==> config.mk <==
export PLATFORM = sky130hd
export DESIGN_NAME = trg_frame_packer
export DESIGN_NICKNAME = d
export VERILOG_FILES = /design/src/rtl/trg_frame_packer.sv
export SDC_FILE = /design/constraint.sdc
export NUM_CORES = 1
export LEC_CHECK = 0
export CAP_MARGIN = 20
export CORE_ASPECT_RATIO = 1.4
export CORE_MARGIN = 8
export CORE_UTILIZATION = 58
export CTS_BUF_LIST = sky130_fd_sc_hd__clkbuf_8
export DETAILED_ROUTE_END_ITERATION = 10
export MAX_ROUTING_LAYER = met4
export PLACE_DENSITY_LB_ADDON = 0.1
export SYNTH_ARGS = -nofsm -noshare
export SYNTH_HDL_FRONTEND = slang
export SYNTH_SLANG_ARGS = --single-unit
==> constraint.sdc <==
create_clock -name CLK -period 10.35 [get_ports CLK]
set_clock_uncertainty 0.05 [all_clocks]
set_input_delay 2.07 -clock CLK [delete_from_list [all_inputs] [get_ports CLK]]
set_output_delay 2.07 -clock CLK [all_outputs]
set_load 0.005 [all_outputs]
==> src/rtl/trg_frame_packer.sv <==
// trg_frame_packer: packs 48-bit comparator words into 4-word GTX frames.
// Optional PRBS-7 payload source is enabled by defining TRG_PRBS_EN.
module trg_frame_packer #(
    parameter int unsigned FIFO_DEPTH = 4,
    parameter logic [31:0] IDLE_WORD  = 32'h50BC50BC,
    parameter logic [3:0]  IDLE_ISK   = 4'b0101
) (
    input  logic        CLK,
    input  logic        RST_N,
    input  logic        TXRESETDONE,
    input  logic [47:0] COMP_DATA,
    input  logic        COMP_VLD,
    output logic        COMP_RDY,
    input  logic        PRBS_SEL,
    output logic [31:0] TX_DATA,
    output logic [3:0]  TX_ISK,
    output logic [7:0]  FRAME_SEQ,
    output logic        LINK_UP
);

    localparam int unsigned AW = $clog2(FIFO_DEPTH);

    typedef enum logic [2:0] {
        LINK_WAIT,
        IDLE,
        W0,
        W1,
        W2,
        W3
    } state_t;

    state_t state, state_n;

    logic [3:0]    link_cnt;
    logic          link_ok;

    logic [47:0]   fifo_mem [FIFO_DEPTH];
    logic [AW:0]   wr_ptr, rd_ptr;
    logic [AW-1:0] rd_idx;
    logic          empty, full;
    logic          push, pop, flush;

    logic          use_prbs;
    logic          src_avail;
    logic          load;
    logic [47:0]   src_payload;

    logic [47:0]   frm_payload;
    logic [7:0]    frm_seq;
    logic [15:0]   frm_crc;
    logic [7:0]    seq_cnt;

    logic [31:0]   tx_data_n;
    logic [3:0]    tx_isk_n;

    // CRC-16-CCITT, init FFFF, MSB first, no reflection, no final xor
    function automatic logic [15:0] crc16(input logic [55:0] msg);
        logic [15:0] c;
        c = 16'hFFFF;
        for (int i = 55; i >= 0; i--) begin
            if (c[15] ^ msg[i])
                c = {c[14:0], 1'b0} ^ 16'h1021;
            else
                c = {c[14:0], 1'b0};
        end
        return c;
    endfunction

    // Link is usable only while qualified and still reporting reset done
    assign link_ok = LINK_UP && TXRESETDONE;
    assign flush   = !link_ok;

    // Qualify TXRESETDONE over 16 consecutive cycles
    always_ff @(posedge CLK) begin
        if (!RST_N) begin
            link_cnt <= '0;
            LINK_UP  <= 1'b0;
        end else if (!TXRESETDONE) begin
            link_cnt <= '0;
            LINK_UP  <= 1'b0;
        end else if (link_cnt == 4'hF) begin
            LINK_UP  <= 1'b1;
        end else begin
            link_cnt <= link_cnt + 4'd1;
        end
    end

    assign rd_idx   = rd_ptr[AW-1:0];
    assign empty    = (wr_ptr == rd_ptr);
    assign full     = (wr_ptr[AW] != rd_ptr[AW]) &&
                      (wr_ptr[AW-1:0] == rd_ptr[AW-1:0]);
    assign COMP_RDY = LINK_UP && !full;
    assign push     = COMP_VLD && COMP_RDY;
    assign pop      = load && !use_prbs;

    // FIFO pointers; a link drop discards everything queued
    always_ff @(posedge CLK) begin
        if (!RST_N || flush) begin
            wr_ptr <= '0;
            rd_ptr <= '0;
        end else begin
            if (push)
                wr_ptr <= wr_ptr + 1'b1;
            if (pop)
                rd_ptr <= rd_ptr + 1'b1;
        end
    end

    // FIFO storage, no reset needed
    always_ff @(posedge CLK) begin
        if (push)
            fifo_mem[wr_ptr[AW-1:0]] <= COMP_DATA;
    end

`ifdef TRG_PRBS_EN
    logic [6:0]  prbs_q, prbs_n;
    logic [47:0] prbs_word;

    // Next 48 PRBS-7 bits, first generated bit lands in payload[47]
    always_comb begin
        prbs_n    = prbs_q;
        prbs_word = '0;
        for (int i = 0; i < 48; i++) begin
            prbs_word = {prbs_word[46:0], prbs_n[6] ^ prbs_n[5]};
            prbs_n    = {prbs_n[5:0], prbs_n[6] ^ prbs_n[5]};
        end
    end

    // PRBS state advances only when a PRBS frame is loaded
    always_ff @(posedge CLK) begin
        if (!RST_N)
            prbs_q <= 7'h7F;
        else if (load && use_prbs)
            prbs_q <= prbs_n;
    end

    assign use_prbs    = PRBS_SEL;
    assign src_payload = use_prbs ? prbs_word : fifo_mem[rd_idx];
`else
    logic prbs_sel_unused;
    assign prbs_sel_unused = PRBS_SEL;
    assign use_prbs        = 1'b0;
    assign src_payload     = fifo_mem[rd_idx];
`endif

    assign src_avail = use_prbs || !empty;

    // Frame sequencing and next registered link word
    always_comb begin
        state_n   = state;
        load      = 1'b0;
        tx_data_n = IDLE_WORD;
        tx_isk_n  = IDLE_ISK;
        if (!link_ok) begin
            state_n = LINK_WAIT;
        end else begin
            unique case (state)
                LINK_WAIT: state_n = IDLE;
                IDLE: begin
                    if (src_avail) begin
                        load    = 1'b1;
                        state_n = W0;
                    end
                end
                W0: begin
                    tx_data_n = {frm_payload[47:32], frm_seq, 8'hBC};
                    tx_isk_n  = 4'b0001;
                    state_n   = W1;
                end
                W1: begin
                    tx_data_n = frm_payload[31:0];
                    tx_isk_n  = 4'b0000;
                    state_n   = W2;
                end
                W2: begin
                    tx_data_n = {frm_crc, 16'h0000};
                    tx_isk_n  = 4'b0000;
                    state_n   = W3;
                end
                W3: begin
                    if (src_avail) begin
                        load    = 1'b1;
                        state_n = W0;
                    end else begin
                        state_n = IDLE;
                    end
                end
                default: state_n = LINK_WAIT;
            endcase
        end
    end

    // State and registered GTX outputs
    always_ff @(posedge CLK) begin
        if (!RST_N) begin
            state   <= LINK_WAIT;
            TX_DATA <= IDLE_WORD;
            TX_ISK  <= IDLE_ISK;
        end else begin
            state   <= state_n;
            TX_DATA <= tx_data_n;
            TX_ISK  <= tx_isk_n;
        end
    end

    // Frame register, CRC and sequence numbering at frame load
    always_ff @(posedge CLK) begin
        if (!RST_N) begin
            frm_payload <= '0;
            frm_seq     <= '0;
            frm_crc     <= '0;
            seq_cnt     <= '0;
            FRAME_SEQ   <= '0;
        end else if (load) begin
            frm_payload <= src_payload;
            frm_seq     <= seq_cnt;
            frm_crc     <= crc16({seq_cnt, src_payload});
            seq_cnt     <= seq_cnt + 8'd1;
            FRAME_SEQ   <= seq_cnt;
        end
    end

endmodule

# After elaboration in Yosys (flattened, before gate mapping)
# Memory sizes are Yosys's and may differ from the RTL's. A register that Yosys moved wholly into a read port is not among the register bits.
# Index checks and enable logic that the tools add are counted.
dict set report totals {
  ff_bits 130
  latchBits 0
  ram_bits 192
  romBits 0
  in_bits 53
  output_inout_bits 46
  elab_cells 327
  memories 1
}
dict set report classes {
  add_sub_neg 4
  n_mul 0
  div 0
  order_cmp 0
  eq_ne 10
  shift 0
  mux 178
  n_bitwise 110
  reduce_logical 13
}
# name depth width rd rd_ports_with_merged_regs write_ports line
set memory_table {}
lappend memory_table {fifo_mem 4 48 1 1 1 37} ;# logic [47:0] fifo_mem [FIFO_DEPTH];
# cell count
set ops {}
lappend ops {{2-to-1 mux 16 bit} 110}
lappend ops {{2-to-1 mux 13 bit} 56}
lappend ops {{NOT 3 bit} 55}
lappend ops {{one-hot mux 32 bit (3 select lines)} 1}
lappend ops {{bitwise XOR 1 bit} 55}
lappend ops {{one-hot mux 3 bit (6 select lines)} 1}
lappend ops {{adder 8 x 1 -> 8 bit, second input constant} 1}
lappend ops {{adder 3 x 1 -> 3 bit, second input constant} 2}
lappend ops {{== test 3 x 2 -> 1 bit, second input constant} 2}
lappend ops {{== test 3 bit, second input constant} 2}
lappend ops {{2-to-1 mux 2 bit} 3}
lappend ops {{one-hot mux 3 bit (2 select lines)} 1}
lappend ops {{2-to-1 mux 1 bit} 5}
lappend ops {{adder 4 x 1 -> 4 bit, second input constant} 1}
lappend ops {{== test 4 bit, second input constant} 1}
lappend ops {{logical AND 1 bit} 4}
lappend ops {{AND reduction 2 bit} 2}
lappend ops {{OR reduction 2 bit} 2}
lappend ops {{== test 3 x 1 -> 1 bit, second input constant} 1}
lappend ops {{== test 3 bit} 1}
lappend ops {{zero test 1 bit} 3}
lappend ops {{zero test 3 bit} 1}
lappend ops {{2-to-1 mux 3 bit} 1}
lappend ops {{== test 2 bit} 1}
lappend ops {{other kinds (3)} 3}

# Logic depth before layout (Yosys ltp)
dict set report depth {
  ltp_word 224
  mapped_depth 15
}

# Least setup slack after synthesis
# OpenSTA, ideal clock, no wires.
dict set report synth_timing {
  path_kind {input port to flip-flop}
  startpoint {input COMP_VLD}
  endpoint {memory fifo_mem[3][0], enable pin}
  setup_ps 412
  arrival_ps 3295
  t_required_ps 9888
  setup_slack_ps 6593
  path_stages 1
  n_path_buf 0
  cell_sequence {and3_1}
}
dict set report synth_via {
  elab_chain_len 3
}
# element line
set synth_lines {}
lappend synth_lines {{start: declaration} 12} ;# input logic COMP_VLD,
lappend synth_lines {{logical AND 1 bit} 93} ;# assign push = COMP_VLD && COMP_RDY;
lappend synth_lines {{2-to-1 mux 1 bit} 111} ;# if (push)
lappend synth_lines {{2-to-1 mux 1 bit (implied by the code)} 112} ;# fifo_mem[wr_ptr[AW-1:0]] <= COMP_DATA;
lappend synth_lines {{end: declaration} 37}
# Every way passes these cells.

==> flow_metrics.tcl <==
set metrics [dict create \
    run_status "completed" \
    numCtsBuffers 47 \
    cts_resized 0 \
    ys_seq_area_frac 0.599 \
    overflow 0 \
    grt_max_degree 86 \
    maxCapViolCount 0 \
    ys_types 49 \
    io_pins 99 \
    finalCritPeriodShare 0.475 \
    rows 67 \
    layout_common_cells "edfxtp_1, nand2_1, dfxtp_1" \
    dp_cells 1352 \
    n_antenna_cell 0 \
    drtIter0Drc 499 \
    hpwl_um 19300 \
    pre_cts_slack_ns 5.35 \
    synth-edff-count 192 \
    clk-insertion-delay-late_ns 0.57 \
    ys_warn_count 0 \
    clk_pin_slew_ns 0.06 \
    worstSetupEndpointType "register" \
    vias 7853 \
    worstSetupPathType "reg2reg" \
    antenna_left 0 \
    p_leak_nw 5.49 \
    die_x_um 147 \
    cts_tree "yes" \
    clock_sinks 322 \
    hp-class "reg2reg" \
    core_um2 23800 \
    first_global_vias 7793 \
    grt_antenna_before_repair 0 \
    num-nets-final 1152 \
    powerDensity_nw_per_um2 142 \
    stdcell_area_um2 15900 \
    worst_pin_slew_ns 1.02 \
    finalHoldViolations 0 \
    hold_buffers 0 \
    synth-seq-cells 322 \
    gp_congestion 0.883 \
    die_h_um 200 \
    slew_headroom 0.320 \
    drive_above_1_share 0.128 \
    setup_violations 0 \
    die-area_um2 29400 \
    ir_worst_vdd_uv 117 \
    synth_ff_type "edfxtp_1" \
    clk_path_buf_depth 3 \
    area_growth_pct 14.1 \
    wl_um 28200 \
    slew_viol_final 0 \
    cts_root_buf "clkbuf_8" \
    period_needed_ns 4.91 \
    path_max_fanout 54 \
    wl_per_cell_um 19.7 \
    grt_pass1_wl_um 43500 \
    cp.arrival_ns 5.33 \
    n_fill_cell 1815 \
    max_freq_mhz 203 \
    cp-start-kind "register" \
    grt_usage 0.198 \
    dr.pass1.iters 4 \
    post_drt_via_cell_ratio 5.48 \
    syn-instance-count 991 \
    dpl-instance-area_um2 15100 \
    final_common_cell "edfxtp_1" \
    required_ns 10.76 \
    worst_slack_ns 5.44 \
    grt_setup_unrepaired "false" \
    synth_area_um2 14000 \
    syn_avg_cell_area_um2 14.1 \
    io_buffers 95 \
    htreeDepth 2 \
    synth-async-reset-ratio 0 \
    layout.cells.non_filler 1432 \
    setup_tns_ns 0 \
    drc 0 \
    post_cts_buffers 0 \
    initial_core_util 0.587 \
]
layer usage:
metal,vias up,GRT usage,wire (um)
met3,49,0.0369,1180
li1,3753,-,-
met2,177,0.319,13900
met5,-,-,0
met1,3874,0.242,12200
met4,0,0.0856,920
worst max-delay path, cell delays in order, from the launching register on:
cell and delay, ns:
dfxtp_4 0.36, buf_4 0.72, mux4_2 0.73, xnor3_2 0.49
xnor2_2 0.24, xnor3_1 0.49, xnor3_1 0.36, xnor3_1 0.24
xnor2_2 0.21, xor2_1 0.32, xnor2_1 0.24, o21ai_1 0.09
and2_1 0.18
path summary, 6_finish.rpt:
check	start	to	slack, ns	depth (start not counted)
setup / recovery	register	frm_crc[6]	5.44	12
hold / removal	frm_payload[2]	TX_DATA[2]	0.39	2
setup reg to reg	register	frm_crc[6]	5.44	12
hold reg to reg	frm_payload[2]	TX_DATA[2]	0.39	2
flip-flops by register name, indices dropped and copies added (netlist names), 3 cells and up, named ones only:
name	flops
fifo_mem	192
frm_crc	16
frm_seq	8
state	3
rd_ptr	3
link_cnt	4
frm_payload	48
seq_cnt	8
wr_ptr	3
TX_DATA	32
metrics by stage:
step	hold WS, ns	power [mW]	util
final	0.393	2.26	0.670
after detailed placement	0.389	1.42	0.636
after floorplan	0.373	1.39	-
after CTS	0.397	2.28	0.669
after global routing	0.431	2.34	0.670
after global placement	0.383	1.42	0.636
Yosys cell counts (7+ instances only):
| cell | instances | area share |
|---|---|---|
| xnor2_2 | 15 | 0.017 |
| mux2i_1 | 14 | 0.010 |
| a22o_1 | 7 | 0.0044 |
| clkbuf_1 | 39 | 0.010 |
| ha_1 | 7 | 0.0063 |
| and3_1 | 9 | 0.0040 |
| a21boi_0 | 57 | 0.031 |
| nand3_1 | 15 | 0.0054 |
| dfxtp_1 | 130 | 0.19 |
| nand2_1 | 144 | 0.039 |
| a221o_1 | 7 | 0.0050 |
| a21oi_1 | 16 | 0.0057 |
| inv_1 | 8 | 0.0021 |
| and2_1 | 10 | 0.0045 |
| mux4_2 | 44 | 0.071 |
| nor2_1 | 48 | 0.013 |
| a22oi_1 | 9 | 0.0048 |
| edfxtp_1 | 192 | 0.41 |
| xnor2_1 | 84 | 0.053 |
| xor2_1 | 34 | 0.021 |
| xnor3_1 | 24 | 0.039 |
where the power goes:
part	internal (mW)	leakage (nW)	switching (mW)
clock	0.433	0.490	0.433
sequential	1.36	2.77	0.000417
combinational	0.0206	2.23	0.0152
kinds of logic (layout without fill, tap and decap cells):
family | count (synthesis) | in the layout | synth area share
compound gates | 120 | 120 | 0.0618
mux | 61 | 61 | 0.0866
xor+xnor | 170 | 170 | 0.150
fa+ha+maj | 7 | 7 | 0.00627
flops | 322 | 322 | 0.599
simple gates | 245 | 245 | 0.0741
buf+inv | 65 | 195 | 0.0223
other cells | 1 | 2 | 0.000268
area by class of cell:
cell class	count	area [um2]	area share
clock buffers	49	674	0.0423
flip-flops and latches	322	8370	0.525
repair buffers	108	1040	0.0654
well taps	310	388	0.0243
multi-input cells	605	5320	0.334
inverters	8	30.0	0.00188
clock inverters	30	118	0.00738
Power figures use the tool's default switching activity.
